File: src/rtl/q2a03_pkg.sv
// Shared constants and types for the 2A03-style clock, reset and interrupt sequencer.
package q2a03_pkg;

  // Master clocks per CPU cycle for the two supported video standards.
  localparam int DIV_NTSC = 12;
  localparam int DIV_PAL  = 16;

  // Processor status (P) flag bit positions.
  localparam int P_C_BIT = 0;
  localparam int P_Z_BIT = 1;
  localparam int P_I_BIT = 2;
  localparam int P_D_BIT = 3;
  localparam int P_B_BIT = 4;
  localparam int P_U_BIT = 5;
  localparam int P_V_BIT = 6;
  localparam int P_N_BIT = 7;

  // Processor status (P) flag masks.
  localparam logic [7:0] P_C_MASK = 8'h01;
  localparam logic [7:0] P_Z_MASK = 8'h02;
  localparam logic [7:0] P_I_MASK = 8'h04;
  localparam logic [7:0] P_D_MASK = 8'h08;
  localparam logic [7:0] P_B_MASK = 8'h10;
  localparam logic [7:0] P_U_MASK = 8'h20;
  localparam logic [7:0] P_V_MASK = 8'h40;
  localparam logic [7:0] P_N_MASK = 8'h80;

  // Completed CPU cycle counter.
  typedef logic [31:0] cycle_count_t;

endpackage

File: src/rtl/q2a03_irq_prio.sv
// Fixed-priority IRQ selector: lowest-numbered active, unmasked source wins.
module q2a03_irq_prio
  import q2a03_pkg::*;
#(
  parameter int NUM_IRQ = 4
) (
  input  logic [NUM_IRQ-1:0] irq_n,
  input  logic [NUM_IRQ-1:0] mask,
  output logic               any_active,
  output logic [2:0]         id
);

  logic [NUM_IRQ-1:0] active;

  assign active = ~irq_n & ~mask;

  // Scan from the top down so the lowest active index is the last one written.
  always_comb begin
    any_active = |active;
    id         = 3'd0;
    for (int i = NUM_IRQ - 1; i >= 0; i--) begin
      if (active[i]) begin
        id = 3'(i);
      end
    end
  end

endmodule

File: src/rtl/q2a03_clk_int_seq.sv
// CPU clock phase generator, RDY stall, reset sequence and NMI/IRQ latching
// for a 2A03-style core. All outputs are flops aligned with the current tick.
module q2a03_clk_int_seq
  import q2a03_pkg::*;
#(
  parameter int DIV_RATIO    = 12,
  parameter int PHI2_START   = 6,
  parameter int NUM_IRQ      = 4,
  parameter int RESET_CYCLES = 7
) (
  input  logic               G_clock,
  input  logic               G_reset,
  input  logic               G_ready,
  input  logic               G_rdwr,
  input  logic               G_nmi,
  input  logic [NUM_IRQ-1:0] G_irq,
  input  logic [NUM_IRQ-1:0] irq_mask,
  input  logic               irq_enable,
  input  logic               nmi_ack,
  output logic               G_phy2,
  output logic               G_phy1,
  output logic               edge_rise,
  output logic               cycle_en,
  output logic               stall,
  output logic               reset_seq,
  output logic               nmi_pending,
  output logic               irq_pending,
  output logic [2:0]         irq_id,
  output logic [31:0]        cycle_count
);

  localparam int TICK_W = (DIV_RATIO > 1) ? $clog2(DIV_RATIO) : 1;
  localparam int RST_W  = (RESET_CYCLES > 1) ? $clog2(RESET_CYCLES) : 1;

  localparam logic [TICK_W-1:0] TICK_LAST = TICK_W'(DIV_RATIO - 1);
  localparam logic [TICK_W-1:0] TICK_EDGE = TICK_W'(PHI2_START - 1);
  localparam logic [TICK_W-1:0] TICK_PHI2 = TICK_W'(PHI2_START);
  localparam logic [RST_W-1:0]  RST_LAST  = RST_W'(RESET_CYCLES - 1);

  logic [TICK_W-1:0] tick_q, tick_d;
  logic              phy2_q, phy2_d;
  logic              edge_rise_q, edge_rise_d;
  logic              cycle_en_q, cycle_en_d;
  logic              stall_q, stall_d;
  logic              reset_seq_q, reset_seq_d;
  logic [RST_W-1:0]  rst_cnt_q, rst_cnt_d;
  logic              nmi_smp_q, nmi_smp_d;
  logic              nmi_pending_q, nmi_pending_d;
  logic              irq_pending_q, irq_pending_d;
  logic [2:0]        irq_id_q, irq_id_d;
  cycle_count_t      cycle_count_q, cycle_count_d;

  logic              nmi_fall;
  logic              prio_active;
  logic [2:0]        prio_id;

  q2a03_irq_prio #(
    .NUM_IRQ (NUM_IRQ)
  ) u_irq_prio (
    .irq_n      (G_irq),
    .mask       (irq_mask),
    .any_active (prio_active),
    .id         (prio_id)
  );

  // Next-state logic. Phase outputs are decoded from tick_d so that the
  // registered versions line up exactly with tick_q.
  always_comb begin
    tick_d = (tick_q == TICK_LAST) ? '0 : tick_q + TICK_W'(1);

    phy2_d      = (tick_d >= TICK_PHI2);
    edge_rise_d = (tick_d == TICK_EDGE);

    // RDY only freezes reads; the decision holds until the next phi2 rise.
    stall_d = stall_q;
    if (edge_rise_q) begin
      stall_d = ~G_ready & G_rdwr;
    end

    cycle_en_d = (tick_d == TICK_LAST) & ~stall_d;

    cycle_count_d = cycle_count_q;
    if (cycle_en_q) begin
      cycle_count_d = cycle_count_q + cycle_count_t'(1);
    end

    reset_seq_d = reset_seq_q;
    rst_cnt_d   = rst_cnt_q;
    if (reset_seq_q && cycle_en_q) begin
      if (rst_cnt_q == RST_LAST) begin
        reset_seq_d = 1'b0;
      end else begin
        rst_cnt_d = rst_cnt_q + RST_W'(1);
      end
    end

    nmi_smp_d = nmi_smp_q;
    nmi_fall  = 1'b0;
    if (edge_rise_q) begin
      nmi_smp_d = G_nmi;
      nmi_fall  = nmi_smp_q & ~G_nmi;
    end
    // A fresh falling edge wins over an acknowledge in the same clock.
    nmi_pending_d = nmi_fall | (nmi_pending_q & ~(cycle_en_q & nmi_ack));

    irq_pending_d = irq_pending_q;
    irq_id_d      = irq_id_q;
    if (edge_rise_q) begin
      irq_pending_d = irq_enable & prio_active;
      irq_id_d      = prio_id;
    end

    // Interrupts are suppressed for as long as the reset sequence runs.
    if (reset_seq_d) begin
      nmi_pending_d = 1'b0;
      irq_pending_d = 1'b0;
    end
  end

  // State register with synchronous reset; reset aborts any cycle in flight.
  always_ff @(posedge G_clock) begin
    if (G_reset) begin
      tick_q        <= '0;
      phy2_q        <= 1'b0;
      edge_rise_q   <= 1'b0;
      cycle_en_q    <= 1'b0;
      stall_q       <= 1'b0;
      reset_seq_q   <= 1'b1;
      rst_cnt_q     <= '0;
      nmi_smp_q     <= 1'b1;
      nmi_pending_q <= 1'b0;
      irq_pending_q <= 1'b0;
      irq_id_q      <= 3'd0;
      cycle_count_q <= '0;
    end else begin
      tick_q        <= tick_d;
      phy2_q        <= phy2_d;
      edge_rise_q   <= edge_rise_d;
      cycle_en_q    <= cycle_en_d;
      stall_q       <= stall_d;
      reset_seq_q   <= reset_seq_d;
      rst_cnt_q     <= rst_cnt_d;
      nmi_smp_q     <= nmi_smp_d;
      nmi_pending_q <= nmi_pending_d;
      irq_pending_q <= irq_pending_d;
      irq_id_q      <= irq_id_d;
      cycle_count_q <= cycle_count_d;
    end
  end

  assign G_phy2      = phy2_q;
  assign G_phy1      = ~phy2_q;
  assign edge_rise   = edge_rise_q;
  assign cycle_en    = cycle_en_q;
  assign stall       = stall_q;
  assign reset_seq   = reset_seq_q;
  assign nmi_pending = nmi_pending_q;
  assign irq_pending = irq_pending_q;
  assign irq_id      = irq_id_q;
  assign cycle_count = cycle_count_q;

endmodule

File: config.mk
export PLATFORM = sky130hd
export DESIGN_NAME = q2a03_clk_int_seq
export DESIGN_NICKNAME = d
export VERILOG_FILES = /design/src/rtl/q2a03_pkg.sv /design/src/rtl/q2a03_irq_prio.sv /design/src/rtl/q2a03_clk_int_seq.sv
export SDC_FILE = /design/constraint.sdc
export NUM_CORES = 1
export LEC_CHECK = 0
export CORE_ASPECT_RATIO = 1.25
export CORE_MARGIN = 5
export CORE_UTILIZATION = 55
export DETAILED_ROUTE_END_ITERATION = 12
export DONT_BUFFER_PORTS = 1
export GPL_TIMING_DRIVEN = 0
export PLACE_DENSITY_LB_ADDON = 0.08
export SYNTH_ARGS = -nofsm -noshare
export SYNTH_HDL_FRONTEND = slang
export SYNTH_SLANG_ARGS = --single-unit
export TNS_END_PERCENT = 10
File: constraint.sdc
create_clock -name G_clock -period 2.5 [get_ports G_clock]
set_input_delay 0.375 -clock G_clock [delete_from_list [all_inputs] [get_ports G_clock]]
set_output_delay 0.375 -clock G_clock [all_outputs]
set_load 0.02 [all_outputs]
# Yosys cells after proc, flatten, opt, wreduce, memory -nomap -nowiden
# Index checks and enable logic that the tools add are counted.
dict set report op_classes {
  n_addsub 3
  magnitude_cmp 1
  n_eq_ne 4
  n_mux 9
  bitwise_logic 16
  n_reduce_logical 4
}
# cell n
set op_table {}
lappend op_table {{$add 32x1->32 const B} 1}
lappend op_table {{$eq 4x4->1 const B} 2}
lappend op_table {{$mux 2} 4}
lappend op_table {{$not 4->4} 2}
lappend op_table {{$and 1x1->1} 6}
lappend op_table {{$not 1->1} 6}
lappend op_table {{$add 4x1->4 const B} 1}
lappend op_table {{$and 4x4->4} 1}
lappend op_table {{$eq 4x3->1 const B} 1}
lappend op_table {{$ge 4x3->1 const B} 1}
lappend op_table {{$mux 1} 4}
lappend op_table {{$mux 4} 1}
lappend op_table {{$reduce_or 4->1} 1}
lappend op_table {{$add 3x1->3 const B} 1}
lappend op_table {{$eq 3x3->1 const B} 1}
lappend op_table {{$reduce_and 2->1} 1}
lappend op_table {{$reduce_or 2->1} 1}
lappend op_table {{$logic_and 1x1->1} 1}
lappend op_table {{$or 1x1->1} 1}
dict set report word_totals {
  register_bits 50
  input_bits 15
  out_inout_bits 43
  wordCells 49
}

# Logic depth before layout (Yosys ltp)
# Gate-level depths: netlist of run 1.
dict set report depth {
  ltp_word 6
  ltp_mapped 7
  depth_no_buf 6
}

# Hierarchy
# From an unflattened synthesis of run 1, not the netlist that was laid out.
dict set report hier_totals {
  cells_unflattened 269
  hier_area_um2 2353.5
}
# mod instances cells_per_inst area_per_inst_um2 seq_area_each_um2
set modules_own_cells {}
lappend modules_own_cells {q2a03_clk_int_seq 1 259 2298.5 1001.0}
lappend modules_own_cells {q2a03_irq_prio 1 10 55.1 0.0}

# Worst setup path before layout of run 1
# OpenSTA, ideal clock, no wires.
dict set report synth_path {
  path_type {flip-flop to flip-flop}
  start {reg cycle_count_q[0], in the netlist cycle_count[0]}
  end {reg cycle_count_q[30], in the netlist cycle_count[30]}
  setup_ns 0.070
  arrival_time_ns 1.826
  required_ns 2.430
  path_slack_ns 0.604
  stages_incl_launch_ff 6
  path_buffers 0
  synth_period_minus_slack_ns 1.896
  cell_sequence {dfxtp_1 ha_1 nand4_1 or4_4 or4_1 a21oi_1}
}
dict set report synth_via {
  elab_chain_len 1
}
# item line_no
set synth_lines {}
lappend synth_lines {{start: declaration} q2a03_clk_int_seq.sv:51} ;# cycle_count_t cycle_count_q, cycle_count_d;
lappend synth_lines {{start signal: assignment} q2a03_clk_int_seq.sv:147} ;# cycle_count_q <= cycle_count_d;
lappend synth_lines {{$add 32x1->32} q2a03_clk_int_seq.sv:84} ;# cycle_count_d = cycle_count_q + cycle_count_t'(1);
# Every way passes these cells.
# A chain may end at the register's enable or synchronous reset.

==> flow_metrics.py, run 1 <==
metrics = {
    "clock_network": {
        "cts_resized": 0,
        "clkTransAtPathRegs_ns": 0.09,
        "clockRootBuffer": "clkbuf_8",
        "cts_setup_buffers": 0,
        "clkSinkCount": 49,
        "tritoncts": "yes",
        "clockBufferDepth": 2,
        "h-tree-depth": 2,
        "cts_hold_buf": 0,
        "clk_latency_ns": 0.30,
        "cts_inserted_buffers": 5,
    },
    "logic_synthesis": {
        "synth-seq-area-share": 0.418,
        "synth_warnings": 0,
        "yosys.area_share.simple": 0.287,
        "synth_edf_count": 0,
        "synth.avg_cell_area_sq_um": 8.85,
        "yosysTopAreaCell": "dfxtp_1",
        "synth_top_family_by_area": "simple AND/OR/NAND/NOR gates",
        "yosys.area_share.adder": 0.0373,
        "ys.flop_type": "dfxtp_1",
        "synthArstFlopShare": 0,
        "syn_nets": 287,
        "yosysMostFrequentCell": "dfxtp_1",
        "synth_xor_area_frac": 0.0411,
        "yosysUniqueCellTypes": 47,
        "netlist_area_sq_um": 2350,
        "synth_commonest_cells": "dfxtp_1 (49), nor2_1 (23), a21oi_1 (20)",
        "syn_inst": 265,
        "synth.top_cell.area_share": 0.418,
        "muxShareOfSynthArea": 0.0331,
        "ys_top_cells_by_area": "dfxtp_1 (42%), a21oi_1 (4.3%), ha_1 (3.7%)",
        "yosys_register_bits": 49,
        "synth_compound_area_frac": 0.141,
    },
    "layout": {
        "antenna_cells": 0,
        "areaGrowthSynthToFinish_pct": 8.69,
        "final_util": 0.622,
        "layout.nets": 294,
        "final_layout_size_suffix_gt1_frac": 0.106,
    },
    "placement": {
        "dpl.hpwl_um": 3810,
        "pre_cts_slack_ns": 0.268,
        "io_buffer_count": 0,
        "gp_congestion": 0.795,
    },
    "route": {
        "finalWirelength_um": 5110,
        "route.detailed.drc": 0,
        "vias": 1960,
        "post_drt_wl_per_cell_um": 15.5,
        "vias_per_cell": 5.96,
        "drt-initial-drc-count": 140,
        "firstDrtPassIters": 4,
        "ant_nets": 0,
    },
    "pwr": {
        "p_comb_frac": 0.032,
        "p_clk_frac": 0.440,
        "power-per-cell-area_nw_per_um2": 592,
        "vdd_drop_max_mv": 0.478,
        "p_switching_mw": 0.307,
        "power_mw": 1.51,
        "leakage_nw": 0.884,
        "sw_frac_of_total": 0.203,
        "p_seq_frac": 0.528,
        "p_int_mw": 1.20,
    },
    "run_status": {
        "status": "complete, no violations",
    },
    "sta": {
        "hold_violations": 0,
        "fin_crit_sh": 0.884,
        "slew_violations": 0,
        "hold_ws_ns": 0.199,
        "fin_worst_skew_ns": 0.00387,
        "tightest_slew_ns": 0.628,
        "setup_tns_ns": 0,
        "rsz0062_at_grt": "false",
        "relSlewSlack": 0.578,
        "finalSetupViolations": 0,
        "fin_ws_ns": 0.290,
        "fmax_mhz": 452,
        "min_period_ns": 2.21,
    },
    "worst_setup_path": {
        "cp_max_fo": 10,
        "path_class": "flip-flop to flip-flop",
        "endpoint_kind": "flip-flop",
        "start_kind": "flip-flop",
        "arrival_ns": 2.41,
        "critPathRequiredTime_ns": 2.70,
    },
    "grt": {
        "grt_antenna_before_repair": 0,
        "grt_pass1_wl_um": 8470,
        "grt_pass1_vias": 1796,
        "grt_start_max_net_pins": 16,
        "grt_use_total": 0.188,
        "grt-ovfl-total": 0,
    },
    "min_path": {
        "hp-class": "primary input to flip-flop",
    },
    "floorplanning": {
        "die_h_um": 83.0,
        "die_area_sq_um": 5680,
        "num_io_pins": 58,
        "dieWidth_um": 68.4,
        "initial_core_util": 0.572,
        "rows": 26,
        "core_sq_um": 4100,
    },
    "flow_run": {
        "maxCapViolations": 0,
    },
}
[flip-flops by register name, indices dropped and copies added (netlist names)]
| register | flops |
|---|---|
| nmi_pending | 1 |
| nmi_smp_q | 1 |
| reset_seq | 1 |
| irq_pending | 1 |
| rst_cnt_q | 3 |
| cycle_count | 32 |
| irq_id | 2 |
| tick_q | 4 |
| cycle_en | 1 |
| G_phy2 | 1 |
| stall | 1 |
| edge_rise | 1 |
[metrics by stage]
| stage | area, sq um | instances |
|---|---|---|
| 2_1_floorplan | 2350 | 265 |
| 3_3_place_gp | 2420 | 321 |
| 3_5_place_dp | 2420 | 321 |
| 4_1_cts | 2550 | 329 |
| 5_1_grt | 2550 | 329 |
| 6_report | 2550 | 329 |
[cell type report]
type | count | area [sq um]
sequential | 49 | 981
fill | 368 | 1550
multi-input combinational | 194 | 1270
buffer | 12 | 57.6
inverter | 10 | 37.5
clock buffer | 5 | 68.8
tap | 56 | 70.1
clock inverter | 3 | 65.1
[worst max-delay path, stage by stage, from the launching register on]
cell	delay (ns)
dfxtp_1	0.49
buf_2	0.27
nand4_1	0.16
nor4_2	0.58
and4_1	0.28
mux2_2	0.33
[power by group through the flow]
stage          registers [mW]  clock network, mW  logic [mW]
2_1_floorplan           0.813                  0      0.0380
3_3_place_gp            0.815                  0      0.0480
3_5_place_dp            0.815                  0      0.0490
4_1_cts                 0.797              0.669      0.0494
5_1_grt                 0.799              0.718      0.0552
6_report                0.797              0.663      0.0485
[path summary, 6_finish.rpt]
path                                           start                           end  slack [ns]  depth (start not counted)
worst max-delay path             cycle_en$_SDFF_PP0_  cycle_count[15]$_SDFFE_PP0P_        0.29                          5
worst min-delay path                           G_nmi        nmi_smp_q$_SDFFE_PP1P_        0.20                          1
worst min register to register  tick_q[3]$_SDFF_PP0_          tick_q[0]$_SDFF_PP0_        0.53                          1
worst max register to register   cycle_en$_SDFF_PP0_  cycle_count[15]$_SDFFE_PP0P_        0.29                          5
[kinds of logic (layout without fill, tap and decap cells)]
logic type      after synthesis  after routing
xor+xnor                     11             11
simple gates                116            116
flops                        49             49
buf+inv                      22             30
mux                           7              7
fa+ha+maj                     7              7
other cells                   1              1
compound gates               52             52
[layout by cell type, fill, tap and decap left out, drive strengths merged, types with 2 or more instances in the layout]
cell type,n
or4,10
dfxtp,49
o211ai,2
nand2b,2
ha,7
nand2,18
o21ai,7
or3b,2
a21o,2
nor2,23
o31ai,9
and2,3
buf,7
xnor2,3
nand4,13
and3b,2
o22ai,2
xor2,8
or3,8
nor4,5
a21oi,20
and3,3
clkbuf,10
nand3,12
nor2b,9
a31o,2
mux2,6
inv,10
and4,5
bufinv,2
[layer usage]
layer	up-vias	track usage	wire length, um
met2	72	0.307	2500
met1	903	0.224	2090
met5	-	0	0
met4	0	0.0434	50
li1	978	-	-
met3	7	0.0797	470
No activity file was read; power rests on OpenSTA's default activity.
==> run 2, diff against run 1 <==
--- a/config.mk
+++ b/config.mk
@@ -7,7 +7,7 @@
 export LEC_CHECK = 0
 export CORE_ASPECT_RATIO = 1.25
 export CORE_MARGIN = 5
-export CORE_UTILIZATION = 55
+export CORE_UTILIZATION = 50
 export DETAILED_ROUTE_END_ITERATION = 12
 export DONT_BUFFER_PORTS = 1
 export GPL_TIMING_DRIVEN = 0
==> flow_metrics.py, run 2 (synthesis gave the netlist of run 1 again) <==
metrics = {
    "floorplanning": {
        "die_area_sq_um": 6170,
        "num_io_pins": 58,
        "rows": 27,
        "core_sq_um": 4490,
        "die_h_um": 86.6,
        "dieWidth_um": 71.3,
        "initial_core_util": 0.522,
    },
    "clock_network": {
        "h-tree-depth": 2,
        "cts_setup_buffers": 0,
        "cts_hold_buf": 0,
        "clockBufferDepth": 2,
        "cts_resized": 0,
        "tritoncts": "yes",
        "cts_inserted_buffers": 5,
        "clkTransAtPathRegs_ns": 0.09,
        "clockRootBuffer": "clkbuf_8",
        "clk_latency_ns": 0.30,
        "clkSinkCount": 49,
    },
    "sta": {
        "hold_violations": 0,
        "fmax_mhz": 445,
        "relSlewSlack": 0.541,
        "setup_tns_ns": 0,
        "finalSetupViolations": 0,
        "tightest_slew_ns": 0.682,
        "fin_crit_sh": 0.898,
        "rsz0062_at_grt": "false",
        "hold_ws_ns": 0.195,
        "min_period_ns": 2.25,
        "fin_worst_skew_ns": 0.00697,
        "slew_violations": 0,
    },
    "layout": {
        "final_area_sq_um": 2500,
        "largest_reg_flops": 32,
        "final_layout_size_suffix_gt1_frac": 0.103,
        "layout_common_cells": "dfxtp_1 (49), nor2_1 (23), a21oi_1 (20), nand2_1 (18), nand3_1 (12)",
        "layout.nets": 294,
        "mostFrequentLayoutCell": "dfxtp_1",
        "areaGrowthSynthToFinish_pct": 6.61,
        "antenna_cells": 0,
    },
    "grt": {
        "grt_start_max_net_pins": 15,
        "grt-ovfl-total": 0,
        "grt_antenna_before_repair": 0,
        "grt_use_total": 0.174,
        "globalRouteMet1Util": 0.209,
        "grt_pass1_wl_um": 8720,
        "grt_pass1_vias": 1801,
        "grt_util_met2": 0.284,
        "grtUsageMet3": 0.0615,
        "grt.busiest_layer": "met2",
    },
    "flow_run": {
        "maxCapViolations": 0,
    },
    "route": {
        "drt-initial-drc-count": 115,
        "ant_nets": 0,
        "firstDrtPassIters": 5,
        "finalWirelength_um": 5250,
        "vias": 1938,
        "route.detailed.drc": 0,
        "post_drt_wl_per_cell_um": 15.8,
        "vias_per_cell": 5.85,
    },
    "min_path": {
        "hp-class": "primary input to flip-flop",
    },
    "placement": {
        "dpl.hpwl_um": 3840,
        "gp_congestion": 0.780,
        "io_buffer_count": 0,
        "post_dp_cell_area_sq_um": 2420,
    },
    "worst_setup_path": {
        "path_class": "flip-flop to flip-flop",
        "critPathRequiredTime_ns": 2.69,
        "start_kind": "flip-flop",
        "cp_max_fo": 10,
        "endpoint_kind": "flip-flop",
        "arrival_ns": 2.44,
    },
    "pwr": {
        "power-per-cell-area_nw_per_um2": 518,
        "vdd_drop_max_mv": 0.314,
        "p_switching_mw": 0.296,
        "p_clk_frac": 0.348,
        "p_int_mw": 0.999,
        "sw_frac_of_total": 0.229,
        "leakage_nw": 0.861,
        "p_comb_frac": 0.037,
        "p_seq_frac": 0.615,
    },
    "run_status": {
        "status": "complete, no violations",
    },
}
## run 2: changes by cell type in the layout (fill, tap and decap cells not counted)
cell | before | now
bufinv_16 | 2 | 0
clkbuf_1 | 4 | 5
clkinv_2 | 1 | 2
## run 2: worst paths after layout
check	from	to	slack, ns	cells past startpoint
hold reg to reg	tick_q[2]$_SDFF_PP0_	tick_q[0]$_SDFF_PP0_	0.53	2
hold / removal	G_nmi	nmi_smp_q$_SDFFE_PP1P_	0.19	1
setup / recovery	cycle_en$_SDFF_PP0_	cycle_count[15]$_SDFFE_PP0P_	0.25	5
setup reg to reg	cycle_en$_SDFF_PP0_	cycle_count[15]$_SDFFE_PP0P_	0.25	5
## run 2: layout make-up
type,instances,area [sq um]
sequential,49,981
inverter,10,37.5
clock inverter,2,10.0
multi-input combinational,194,1270
buffer,12,57.6
fill,435,1990
tap,58,72.6
clock buffer,6,72.6
## run 2: worst max-delay path, stage by stage (launching register included)
cell and delay, ns:
dfxtp_1 0.48, buf_2 0.27, nand4_1 0.15, nor4_2 0.62, and4_1 0.28, mux2_2 0.33
## run 2: layer usage
layer,vias to the layer above,part of all wire
met2,49,0.48
met3,5,0.071
li1,976,-
met5,-,0
met4,0,0.014
met1,908,0.44
## run 2: per-stage QoR
step                      power, mW   util  std cells  worst slack [ns]
after floorplan               0.851      -        265             0.604
after global placement        0.864  0.538        323             0.283
after detailed placement      0.864  0.538        323             0.302
after CTS                      1.31  0.557        331             0.286
after global routing           1.36  0.557        331            0.0847
final                          1.30  0.557        331             0.254
## run 2: power by group through the flow
stage,clock network (mW),logic [mW],registers [mW]
global placement,0,0.0484,0.815
CTS,0.469,0.0491,0.797
floorplan,0,0.0380,0.813
global route,0.503,0.0563,0.799
finish,0.450,0.0482,0.797
detailed placement,0,0.0488,0.815
==> run 3, diff against run 2 <==
--- a/config.mk
+++ b/config.mk
@@ -11,6 +11,7 @@
 export DETAILED_ROUTE_END_ITERATION = 12
 export DONT_BUFFER_PORTS = 1
 export GPL_TIMING_DRIVEN = 0
+export HOLD_SLACK_MARGIN = 0.03
 export PLACE_DENSITY_LB_ADDON = 0.08
 export SYNTH_ARGS = -nofsm -noshare
 export SYNTH_HDL_FRONTEND = slang
==> constraint.sdc (replaced) <==
create_clock -name G_clock -period 2.4 [get_ports G_clock]
set_input_delay 0.36 -clock G_clock [delete_from_list [all_inputs] [get_ports G_clock]]
set_output_delay 0.36 -clock G_clock [all_outputs]
set_load 0.02 [all_outputs]
==> flow_metrics.py, run 3 (synthesis gave the netlist of run 1 again) <==
metrics = {
    "run_status": {
        "status": "complete, no violations",
    },
    "clock_network": {
        "cts_hold_buf": 0,
        "clockBufferDepth": 2,
        "clkSinkCount": 49,
        "clk_latency_ns": 0.30,
        "cts_setup_buffers": 0,
        "tritoncts": "yes",
        "clockRootBuffer": "clkbuf_8",
        "clkTransAtPathRegs_ns": 0.09,
        "cts_inserted_buffers": 5,
        "h-tree-depth": 2,
        "cts_resized": 0,
    },
    "layout": {
        "final_layout_size_suffix_gt1_frac": 0.103,
        "antenna_cells": 0,
        "layout_common_cells": "dfxtp_1 (49), nor2_1 (23), a21oi_1 (20), nand2_1 (18), nand3_1 (12)",
        "mostFrequentLayoutCell": "dfxtp_1",
        "layout.nets": 294,
        "areaGrowthSynthToFinish_pct": 6.99,
        "largest_reg_flops": 32,
    },
    "grt": {
        "grt_pass1_vias": 1801,
        "grt_start_max_net_pins": 15,
        "grt_pass1_wl_um": 8720,
        "grt-ovfl-total": 0,
        "grt_antenna_before_repair": 0,
        "grt_use_total": 0.174,
    },
    "floorplanning": {
        "core_sq_um": 4490,
        "die_h_um": 86.6,
        "num_io_pins": 58,
        "dieWidth_um": 71.3,
        "initial_core_util": 0.522,
        "rows": 27,
        "die_area_sq_um": 6170,
    },
    "sta": {
        "relSlewSlack": 0.638,
        "setup_tns_ns": 0,
        "finalSetupViolations": 0,
        "min_period_ns": 2.16,
        "rsz0062_at_grt": "false",
        "fmax_mhz": 464,
        "tightest_slew_ns": 0.544,
        "fin_worst_skew_ns": 0.00697,
        "fin_crit_sh": 0.899,
        "hold_violations": 0,
        "slew_violations": 0,
        "fin_ws_ns": 0.243,
    },
    "worst_setup_path": {
        "r2r_cells": 5,
        "worst-r2r-setup-slack_ns": 0.24,
        "critPathRequiredTime_ns": 2.59,
        "start_kind": "flip-flop",
        "path_cells": "nand4_2 > or3_1 > buf_2 > nor4_1 > mux2_2",
        "arrival_ns": 2.35,
        "crit_slowest_cell": "dfxtp_1",
        "path_class": "flip-flop to flip-flop",
        "r2r-start": "cycle_count[7]$_SDFFE_PP0P_",
        "endpoint_kind": "flip-flop",
        "r2r-end": "cycle_count[25]$_SDFFE_PP0P_",
        "cp_max_fo": 10,
        "critPathMaxStageDelay_ns": 0.56,
    },
    "route": {
        "vias_per_cell": 5.89,
        "drt-initial-drc-count": 97,
        "vias": 1949,
        "route.detailed.drc": 0,
        "post_drt_wl_per_cell_um": 15.7,
        "ant_nets": 0,
        "finalWirelength_um": 5210,
        "firstDrtPassIters": 4,
    },
    "min_path": {
        "hp-start": "G_nmi",
        "hold_depth": 1,
        "min_to": "nmi_smp_q$_SDFFE_PP1P_",
        "hp-class": "primary input to flip-flop",
    },
    "pwr": {
        "p_switching_mw": 0.309,
        "power_mw": 1.35,
        "vdd_drop_max_mv": 0.327,
        "p_clk_frac": 0.348,
        "leakage_nw": 0.877,
        "p_seq_frac": 0.615,
        "p_int_mw": 1.04,
        "p_comb_frac": 0.037,
        "sw_frac_of_total": 0.229,
        "power-per-cell-area_nw_per_um2": 538,
    },
    "placement": {
        "gp_congestion": 0.780,
        "io_buffer_count": 0,
        "pre_cts_slack_ns": 0.202,
        "dpl.hpwl_um": 3840,
    },
    "flow_run": {
        "maxCapViolations": 0,
    },
}
run 3: changes by cell type in the layout (fill, tap and decap cells not counted):
cell	change
nor4_4	+1
nor4_2	-1
run 3: critical path, delay by kind of cell (launching register included):
family / cells / cell delay, ns
buf+inv: 1 / 0.20
flops: 1 / 0.56
mux: 1 / 0.37
simple gates: 3 / 0.92
run 3: power by group through the flow:
stage	combinational, mW	sequential (mW)	clock, mW
finish	0.0500	0.830	0.470
floorplan	0.0396	0.847	0
detailed placement	0.0509	0.849	0
global placement	0.0504	0.849	0
CTS	0.0512	0.830	0.488
global route	0.0587	0.832	0.524
run 3: through the flow:
stage                     area, sq um  hold slack, ns  utilization  instances
after CTS                        2500           0.167        0.557        331
final                            2510           0.180        0.559        331
after floorplan                  2350           0.477            -        265
after global placement           2420           0.485        0.538        323
after global routing             2510           0.164        0.559        331
after detailed placement         2420           0.487        0.538        323
run 3: routing by layer:
layer | up-vias | global-route usage | share of wire
met5 | - | 0 | 0
met4 | 0 | 0.0684 | 0.014
met3 | 5 | 0.0615 | 0.076
met2 | 55 | 0.284 | 0.48
met1 | 907 | 0.209 | 0.43
li1 | 982 | - | -
run 3: area by class of cell:
class | count | area [sq um]
flip-flops and latches | 49 | 981
clock inverters | 2 | 10.0
clock buffers | 6 | 72.6
inverters | 10 | 37.5
fillers | 432 | 1980
multi-input cells | 194 | 1280
well taps | 58 | 72.6
plain buffers | 12 | 57.6
run 3: worst max-delay path by stage:
stage / start / endpoint / slack [ns] / depth (start not counted)
final: cycle_count[7]$_SDFFE_PP0P_ / cycle_count[25]$_SDFFE_PP0P_ / 0.24 / 5
after global routing: cycle_count[2]$_SDFFE_PP0P_ / cycle_count[31]$_SDFFE_PP0P_ / 0.08 / 7
after CTS: cycle_en$_SDFF_PP0_ / cycle_count[15]$_SDFFE_PP0P_ / 0.19 / 5
after detailed placement: cycle_en$_SDFF_PP0_ / cycle_count[15]$_SDFFE_PP0P_ / 0.20 / 5
after global placement: cycle_en$_SDFF_PP0_ / cycle_count[15]$_SDFFE_PP0P_ / 0.18 / 5
after floorplan: cycle_count[0]$_SDFFE_PP0P_ / cycle_count[30]$_SDFFE_PP0P_ / 0.50 / 5
